==> src/rtl/vga_text_ctrl_if.sv <==
// Text RAM read bus between vga_text_ctrl (master) and the synchronous-read text RAM (slave).
interface vga_text_ctrl_if;
  logic [11:0] ram_addr;
  logic [7:0]  ram_rdata;

  modport master (output ram_addr, input ram_rdata);
  modport slave  (input ram_addr, output ram_rdata);
endinterface

==> src/rtl/vga_text_ctrl.sv <==
// VGA text-mode timing/sequencer: sync, cell walk, scrolled RAM addressing, block cursor.
// Optional feature macro: VGA_CURSOR_BLINK_EN (cursor blink); undefined gives a steady cursor.
module vga_text_ctrl #(
  parameter int unsigned H_VIS        = 640,
  parameter int unsigned H_FP         = 16,
  parameter int unsigned H_SYNC       = 96,
  parameter int unsigned H_BP         = 48,
  parameter int unsigned V_VIS        = 480,
  parameter int unsigned V_FP         = 10,
  parameter int unsigned V_SYNC       = 2,
  parameter int unsigned V_BP         = 33,
  parameter int unsigned CELL_W       = 9,
  parameter int unsigned CELL_H       = 16,
  parameter int unsigned COLS         = 71,
  parameter int unsigned ROWS         = 30,
  parameter int unsigned BLINK_FRAMES = 30
) (
  input  logic                   pclk,
  input  logic                   rst,
  vga_text_ctrl_if.master        ram,
  input  logic [4:0]             top_row,
  input  logic [6:0]             cur_x,
  input  logic [4:0]             cur_y,
  input  logic                   cursor_en,
  output logic [7:0]             char,
  output logic [3:0]             h_font,
  output logic [3:0]             v_font,
  output logic                   c_valid,
  output logic                   cursor,
  output logic                   hsync,
  output logic                   vsync,
  output logic                   frame_start
);

  localparam logic [9:0]  H_LAST  = 10'(H_VIS + H_FP + H_SYNC + H_BP - 1);
  localparam logic [9:0]  V_LAST  = 10'(V_VIS + V_FP + V_SYNC + V_BP - 1);
  localparam logic [9:0]  H_TXT   = 10'(COLS * CELL_W);
  localparam logic [9:0]  V_TXT   = 10'(ROWS * CELL_H);
  localparam logic [9:0]  HS_BEG  = 10'(H_VIS + H_FP);
  localparam logic [9:0]  HS_END  = 10'(H_VIS + H_FP + H_SYNC - 1);
  localparam logic [9:0]  VS_BEG  = 10'(V_VIS + V_FP);
  localparam logic [9:0]  VS_END  = 10'(V_VIS + V_FP + V_SYNC - 1);
  localparam logic [3:0]  CW_LAST = 4'(CELL_W - 1);
  localparam logic [3:0]  CH_LAST = 4'(CELL_H - 1);
  localparam logic [5:0]  ROWS_W  = 6'(ROWS);
  localparam logic [11:0] COLS_A  = 12'(COLS);

  logic [9:0] h_cnt_q, h_cnt_d, v_cnt_q, v_cnt_d;
  logic [6:0] col_q, col_d;
  logic [3:0] hf_q, hf_d;
  logic [5:0] row_q, row_d;
  logic [3:0] vf_q, vf_d;

  logic [4:0] top_s_q, cur_y_s_q;
  logic [6:0] cur_x_s_q;
  logic       en_s_q;
  logic [4:0] top_ok, top_eff, cur_y_eff;
  logic [6:0] cur_x_eff;
  logic       en_eff;

  logic        h_wrap, v_wrap, fs, in_area, hs_raw, vs_raw;
  logic [5:0]  row_sum, phys_row;
  logic [11:0] addr;
  logic        cursor_hit, blink_on;

  logic [3:0] h_font_q, v_font_q;
  logic       c_valid_q, cursor_q;
  logic       hs1_q, hs2_q, vs1_q, vs2_q;

  always_comb begin
    h_wrap  = (h_cnt_q == H_LAST);
    v_wrap  = (v_cnt_q == V_LAST);
    fs      = (h_cnt_q == '0) && (v_cnt_q == '0);
    in_area = (h_cnt_q < H_TXT) && (v_cnt_q < V_TXT);
    hs_raw  = !((h_cnt_q >= HS_BEG) && (h_cnt_q <= HS_END));
    vs_raw  = !((v_cnt_q >= VS_BEG) && (v_cnt_q <= VS_END));
  end

  // Cell position tracked by wrap-around sub-counters instead of divide/modulo.
  always_comb begin
    h_cnt_d = h_wrap ? '0 : h_cnt_q + 10'd1;
    col_d   = col_q;
    hf_d    = hf_q + 4'd1;
    if (h_wrap) begin
      col_d = '0;
      hf_d  = '0;
    end else if (hf_q == CW_LAST) begin
      col_d = col_q + 7'd1;
      hf_d  = '0;
    end
  end

  always_comb begin
    v_cnt_d = v_cnt_q;
    row_d   = row_q;
    vf_d    = vf_q;
    if (h_wrap) begin
      if (v_wrap) begin
        v_cnt_d = '0;
        row_d   = '0;
        vf_d    = '0;
      end else begin
        v_cnt_d = v_cnt_q + 10'd1;
        if (vf_q == CH_LAST) begin
          row_d = row_q + 6'd1;
          vf_d  = '0;
        end else begin
          vf_d = vf_q + 4'd1;
        end
      end
    end
  end

  // During the frame-start cycle the live inputs are used directly, so pixel (0,0)
  // already sees the configuration that is latched for the rest of the frame.
  always_comb begin
    top_ok    = ({1'b0, top_row} >= ROWS_W) ? '0 : top_row;
    top_eff   = fs ? top_ok    : top_s_q;
    cur_x_eff = fs ? cur_x     : cur_x_s_q;
    cur_y_eff = fs ? cur_y     : cur_y_s_q;
    en_eff    = fs ? cursor_en : en_s_q;
    row_sum   = row_q + {1'b0, top_eff};
    phys_row  = (row_sum >= ROWS_W) ? row_sum - ROWS_W : row_sum;
    addr      = in_area ? (12'(phys_row) * COLS_A + {5'b0, col_q}) : '0;
    cursor_hit = in_area && en_eff && blink_on &&
                 (col_q == cur_x_eff) && (row_q == {1'b0, cur_y_eff});
  end

`ifdef VGA_CURSOR_BLINK_EN
  localparam logic [7:0] BF_LAST = 8'(BLINK_FRAMES - 1);

  logic [7:0] blink_cnt_q;
  logic       blink_on_q;

  // Counts completed frames, so the phase change lands exactly on the next frame's first pixel.
  always_ff @(posedge pclk) begin
    if (rst) begin
      blink_cnt_q <= '0;
      blink_on_q  <= 1'b1;
    end else if (h_wrap && v_wrap) begin
      if (blink_cnt_q == BF_LAST) begin
        blink_cnt_q <= '0;
        blink_on_q  <= ~blink_on_q;
      end else begin
        blink_cnt_q <= blink_cnt_q + 8'd1;
      end
    end
  end

  assign blink_on = blink_on_q;
`else
  // Steady cursor: the phase is permanently on and BLINK_FRAMES has no influence.
  localparam logic STEADY_PHASE = (BLINK_FRAMES != 0) || 1'b1;
  assign blink_on = STEADY_PHASE;
`endif

  always_ff @(posedge pclk) begin
    if (rst) begin
      h_cnt_q   <= '0;
      v_cnt_q   <= '0;
      col_q     <= '0;
      hf_q      <= '0;
      row_q     <= '0;
      vf_q      <= '0;
      top_s_q   <= '0;
      cur_x_s_q <= '0;
      cur_y_s_q <= '0;
      en_s_q    <= 1'b0;
      h_font_q  <= '0;
      v_font_q  <= '0;
      c_valid_q <= 1'b0;
      cursor_q  <= 1'b0;
      hs1_q     <= 1'b1;
      hs2_q     <= 1'b1;
      vs1_q     <= 1'b1;
      vs2_q     <= 1'b1;
    end else begin
      h_cnt_q <= h_cnt_d;
      v_cnt_q <= v_cnt_d;
      col_q   <= col_d;
      hf_q    <= hf_d;
      row_q   <= row_d;
      vf_q    <= vf_d;
      if (fs) begin
        top_s_q   <= top_eff;
        cur_x_s_q <= cur_x_eff;
        cur_y_s_q <= cur_y_eff;
        en_s_q    <= en_eff;
      end
      h_font_q  <= hf_q;
      v_font_q  <= vf_q;
      c_valid_q <= in_area;
      cursor_q  <= cursor_hit;
      hs1_q     <= hs_raw;
      hs2_q     <= hs1_q;
      vs1_q     <= vs_raw;
      vs2_q     <= vs1_q;
    end
  end

  assign ram.ram_addr = rst ? '0 : addr;
  assign char         = ram.ram_rdata;
  assign h_font       = h_font_q;
  assign v_font       = v_font_q;
  assign c_valid      = c_valid_q;
  assign cursor       = cursor_q;
  assign hsync        = hs2_q;
  assign vsync        = vs2_q;
  assign frame_start  = fs & ~rst;

endmodule

==> src/flat_wrapper.sv <==
// flat-port wrapper written by rule: the top's interface ports become plain ports
module vga_text_ctrl_flat 
#(
  parameter int unsigned H_VIS        = 640,
  parameter int unsigned H_FP         = 16,
  parameter int unsigned H_SYNC       = 96,
  parameter int unsigned H_BP         = 48,
  parameter int unsigned V_VIS        = 480,
  parameter int unsigned V_FP         = 10,
  parameter int unsigned V_SYNC       = 2,
  parameter int unsigned V_BP         = 33,
  parameter int unsigned CELL_W       = 9,
  parameter int unsigned CELL_H       = 16,
  parameter int unsigned COLS         = 71,
  parameter int unsigned ROWS         = 30,
  parameter int unsigned BLINK_FRAMES = 30
)
  (pclk, rst, top_row, cur_x, cur_y, cursor_en, char, h_font, v_font, c_valid, cursor, hsync, vsync, frame_start, ram_ram_addr, ram_ram_rdata);
  vga_text_ctrl_if ram_i ();
  input  logic pclk;
  input  logic rst;
  input  logic [4:0] top_row;
  input  logic [6:0] cur_x;
  input  logic [4:0] cur_y;
  input  logic cursor_en;
  output logic [7:0] char;
  output logic [3:0] h_font;
  output logic [3:0] v_font;
  output logic c_valid;
  output logic cursor;
  output logic hsync;
  output logic vsync;
  output logic frame_start;
  output wire logic [$bits(ram_i.ram_addr)-1:0] ram_ram_addr;
  input wire logic [$bits(ram_i.ram_rdata)-1:0] ram_ram_rdata;
  assign ram_ram_addr = ram_i.ram_addr;
  assign ram_i.ram_rdata = ram_ram_rdata;
  vga_text_ctrl #(.H_VIS(H_VIS), .H_FP(H_FP), .H_SYNC(H_SYNC), .H_BP(H_BP), .V_VIS(V_VIS), .V_FP(V_FP), .V_SYNC(V_SYNC), .V_BP(V_BP), .CELL_W(CELL_W), .CELL_H(CELL_H), .COLS(COLS), .ROWS(ROWS), .BLINK_FRAMES(BLINK_FRAMES)) u_core (.pclk(pclk), .rst(rst), .ram(ram_i), .top_row(top_row), .cur_x(cur_x), .cur_y(cur_y), .cursor_en(cursor_en), .char(char), .h_font(h_font), .v_font(v_font), .c_valid(c_valid), .cursor(cursor), .hsync(hsync), .vsync(vsync), .frame_start(frame_start));
endmodule
==> config.mk <==
export PLATFORM = sky130hd
export DESIGN_NAME = vga_text_ctrl_flat
export DESIGN_NICKNAME = d
export VERILOG_FILES = /design/src/rtl/vga_text_ctrl_if.sv /design/src/rtl/vga_text_ctrl.sv /design/src/flat_wrapper.sv
export SDC_FILE = /design/constraint.sdc
export NUM_CORES = 1
export LEC_CHECK = 0
export BUFFER_PORTS_ARGS = -buffer_cell sky130_fd_sc_hd__buf_2
export CAP_MARGIN = 20
export CORE_MARGIN = 4
export CORE_UTILIZATION = 53
export DETAILED_ROUTE_END_ITERATION = 10
export PLACE_DENSITY = 0.77
export SYNTH_ARGS = -nofsm -noshare
export SYNTH_HDL_FRONTEND = slang
export SYNTH_SLANG_ARGS = --single-unit
==> constraint.sdc <==
create_clock -name pclk -period 8.7 [get_ports pclk]
set_clock_uncertainty 0.1 [all_clocks]
set_input_delay 1.74 -clock pclk [delete_from_list [all_inputs] [get_ports pclk]]
set_output_delay 1.74 -clock pclk [all_outputs]
set_load 0.005 [all_outputs]
==> flow_summary.json <==
{
  "syn_inst": 512,
  "whs_path_depth": 1,
  "start_kind": "input port",
  "outcome": "complete, but fails checks",
  "drt_iter0_markers": 146,
  "hp-class": "register to register",
  "insertion_delay_ps": 350,
  "finalCritPeriodShare_pct": 106.3,
  "crit_required_ps": 6860,
  "fmax_mhz": 108.2,
  "critPathCaptureType": "primary output",
  "ant_nets": 0,
  "p_total_mw": 0.9764,
  "vias_per_cell": 5.397,
  "min_from": "u_core.vs1_q",
  "grt-ovfl-total": 0,
  "finalSetupViolCount": 6,
  "post_dp_cell_area_um2": 5225,
  "nNetsFinal": 684,
  "first_pass_iters": 5,
  "worstRegToRegCells": 6,
  "wl_per_cell_um": 15.91,
  "synth.most_common_cell": "nor2_1",
  "drc_errors": 0,
  "peakVddDrop_v": 0.0001408,
  "synth_nets": 595,
  "die-area_um2": 10080,
  "final_cells": 710,
  "synth.distinct_cells": 56,
  "seq_area_frac_synth_pct": 32.28,
  "yosysTopAreaCellShare_pct": 32.28,
  "synth.cell_area_um2": 4527,
  "grt_util_all_layers_pct": 21.96,
  "ctsRootBufferMaster": "clkbuf_8",
  "design_area_um2": 5747,
  "synth_edf_count": 0,
  "dp_hpwl_um": 7645,
  "whs_endpoint": "u_core.vsync",
  "grt_pass1_vias": 3866,
  "yosysTopAreaCell": "dfxtp_1",
  "ys_top_cells_by_count": "78 x nor2_1, 73 x dfxtp_1, 46 x ha_1",
  "cts_hold_buf": 0,
  "start_util_pct": 54.82,
  "whs_ps": 313.4,
  "portBuffers": 44,
  "cts_tree": "built",
  "timing.rr.start": "u_core.h_cnt_q[0]",
  "rsz0062_at_grt": "yes",
  "diodes": 0,
  "p_leak_nw": 2.668,
  "yosys_warnings": 0,
  "crit_arrival_ps": 7400,
  "crit_type": "input port to primary output",
  "boundaryPins": 61,
  "regToRegSetupSlack_ps": 5730,
  "syn-mean-instance-area_um2": 8.841,
  "period_needed_ps": 9245,
  "grt_max_degree": 43,
  "clkTransAtPathRegs_ps": 70,
  "die_y_um": 100.4,
  "synth_area_leaders": "dfxtp_1 32%, ha_1 13%, nor2_1 6.5%",
  "cts_made_buffers": 9,
  "tightest_slew_ps": 972.8,
  "failed_checks": "negative setup slack",
  "synth_seq_cells": 73,
  "ys.flop_type": "dfxtp_1",
  "fin_ws_ps": -544.7,
  "pwr_density_cell_nw_per_um2": 169.9,
  "wl_um": 11300,
  "htreeDepth": 3,
  "crit_fanout": 4,
  "max_cap_violations": 0,
  "dp.cells": 682,
  "antenna_found_initial": 0,
  "synthArstFlopShare_pct": 0,
  "core_area_um2": 8258,
  "gp_congestion": 0.8196,
  "hold_viol": 0,
  "clock_sinks": 73,
  "r2r_end": "u_core.row_q[5]",
  "area_growth_pct": 26.95,
  "cpMostUsedCell": "ha_4",
  "critical-path-max-stage-delay_ps": 480,
  "die_w_um": 100.4,
  "drv_slew": 0,
  "clockBufferDepth": 2,
  "drive_above_1_share_pct": 28.93,
  "grt_pass1_wl_um": 17670,
  "maxSlewHeadroom_pct": 34.91,
  "cpMaxStageDelayCell": "fa_1",
  "fp-row-count": 33,
  "final_util_pct": 69.59,
  "via_count": 3832
}
==> repair_timing <==
item                       in CTS  in global routing
gates resized for setup        15                 30
pin swaps                      17                 18
setup endpoints to repair       6                  7
cloned                          0                  0
buffers inserted                6                  7
==> logic make-up after synthesis <==
| family | synth area share, % |
|---|---|
| AO/OA/AOI/OAI | 8.541 |
| XOR/XNOR | 10.64 |
| buffers and inverters | 6.467 |
| flip-flops | 32.28 |
| multiplexers | 3.565 |
| AND/OR/NAND/NOR | 21.81 |
| adder cells (fa/ha/maj) | 16.69 |
==> stage by stage <==
step | TNS (ps) | worst slack, ps
after floorplan | -66.83 | -66.83
after global placement | -1146 | -384.8
after CTS | -1402 | -407.8
final | -1855 | -544.7
after global routing | -3260 | -765.8
after detailed placement | -1968 | -618.7
==> final cells by class <==
| cell class | instances | area [um^2] |
|---|---|---|
| multi-input cells | 373 | 3151 |
| flip-flops and latches | 73 | 1461 |
| inverters | 44 | 167.7 |
| clock inverters | 3 | 17.52 |
| fillers | 631 | 2511 |
| repair buffers | 100 | 673.1 |
| clock buffers | 12 | 145.1 |
| well taps | 105 | 131.4 |
==> cell usage in the layout, fill, tap and decap left out, types with 8 or more instances in the layout <==
cell / count
and3_1: 9
buf_2: 40
buf_4: 54
clkbuf_8: 10
dfxtp_1: 73
fa_1: 8
ha_1: 33
ha_4: 10
inv_1: 36
mux2i_1: 14
nand2_1: 21
nand3_1: 14
nand4_1: 9
nor2_1: 77
nor2b_1: 15
o21ai_0: 10
xnor2_1: 19
xor2_1: 31
==> worst max path at each step <==
| stage | start | to | slack (ps) | depth (start not counted) |
|---|---|---|---|---|
| 2_1_floorplan | top_row[1] | ram_ram_addr[11] | -70 | 27 |
| 3_3_place_gp | top_row[3] | ram_ram_addr[11] | -380 | 29 |
| 3_5_place_dp | top_row[1] | ram_ram_addr[10] | -620 | 29 |
| 4_1_cts | top_row[3] | ram_ram_addr[11] | -410 | 29 |
| 5_1_grt | top_row[1] | ram_ram_addr[10] | -770 | 30 |
| 6_report | top_row[1] | ram_ram_addr[10] | -540 | 30 |
==> power breakdown <==
| group | switching (mW) | internal (mW) |
|---|---|---|
| clock | 0.127 | 0.109 |
| combinational | 0.193 | 0.196 |
| sequential | 0.00681 | 0.346 |
| total | 0.326 | 0.650 |
==> worst max-delay path, delay by kind of cell <==
family	cells	cell delay, ps
fa+ha+maj	7	2160
simple gates	8	1170
compound gates	5	990
buf+inv	7	710
xor+xnor	2	350
mux	1	270
==> sequential cells by signal, indices dropped and copies added, names as in the netlist, 5 cells and up <==
signal and flops:
u_core.h_cnt_q 10, u_core.v_cnt_q 10, u_core.col_q 7, u_core.cur_x_s_q 7, u_core.row_q 6, u_core.cur_y_s_q 5, u_core.top_s_q 5
==> per-layer routing <==
metal	vias up	share of wire [%]	track usage (%)
met3	21	4.8	4.726
met2	96	51	38.02
met1	1820	42	26.32
met5	-	0	0
met4	0	2.5	9.016
li1	1895	-	-
No activity file was read; power rests on OpenSTA's default activity.
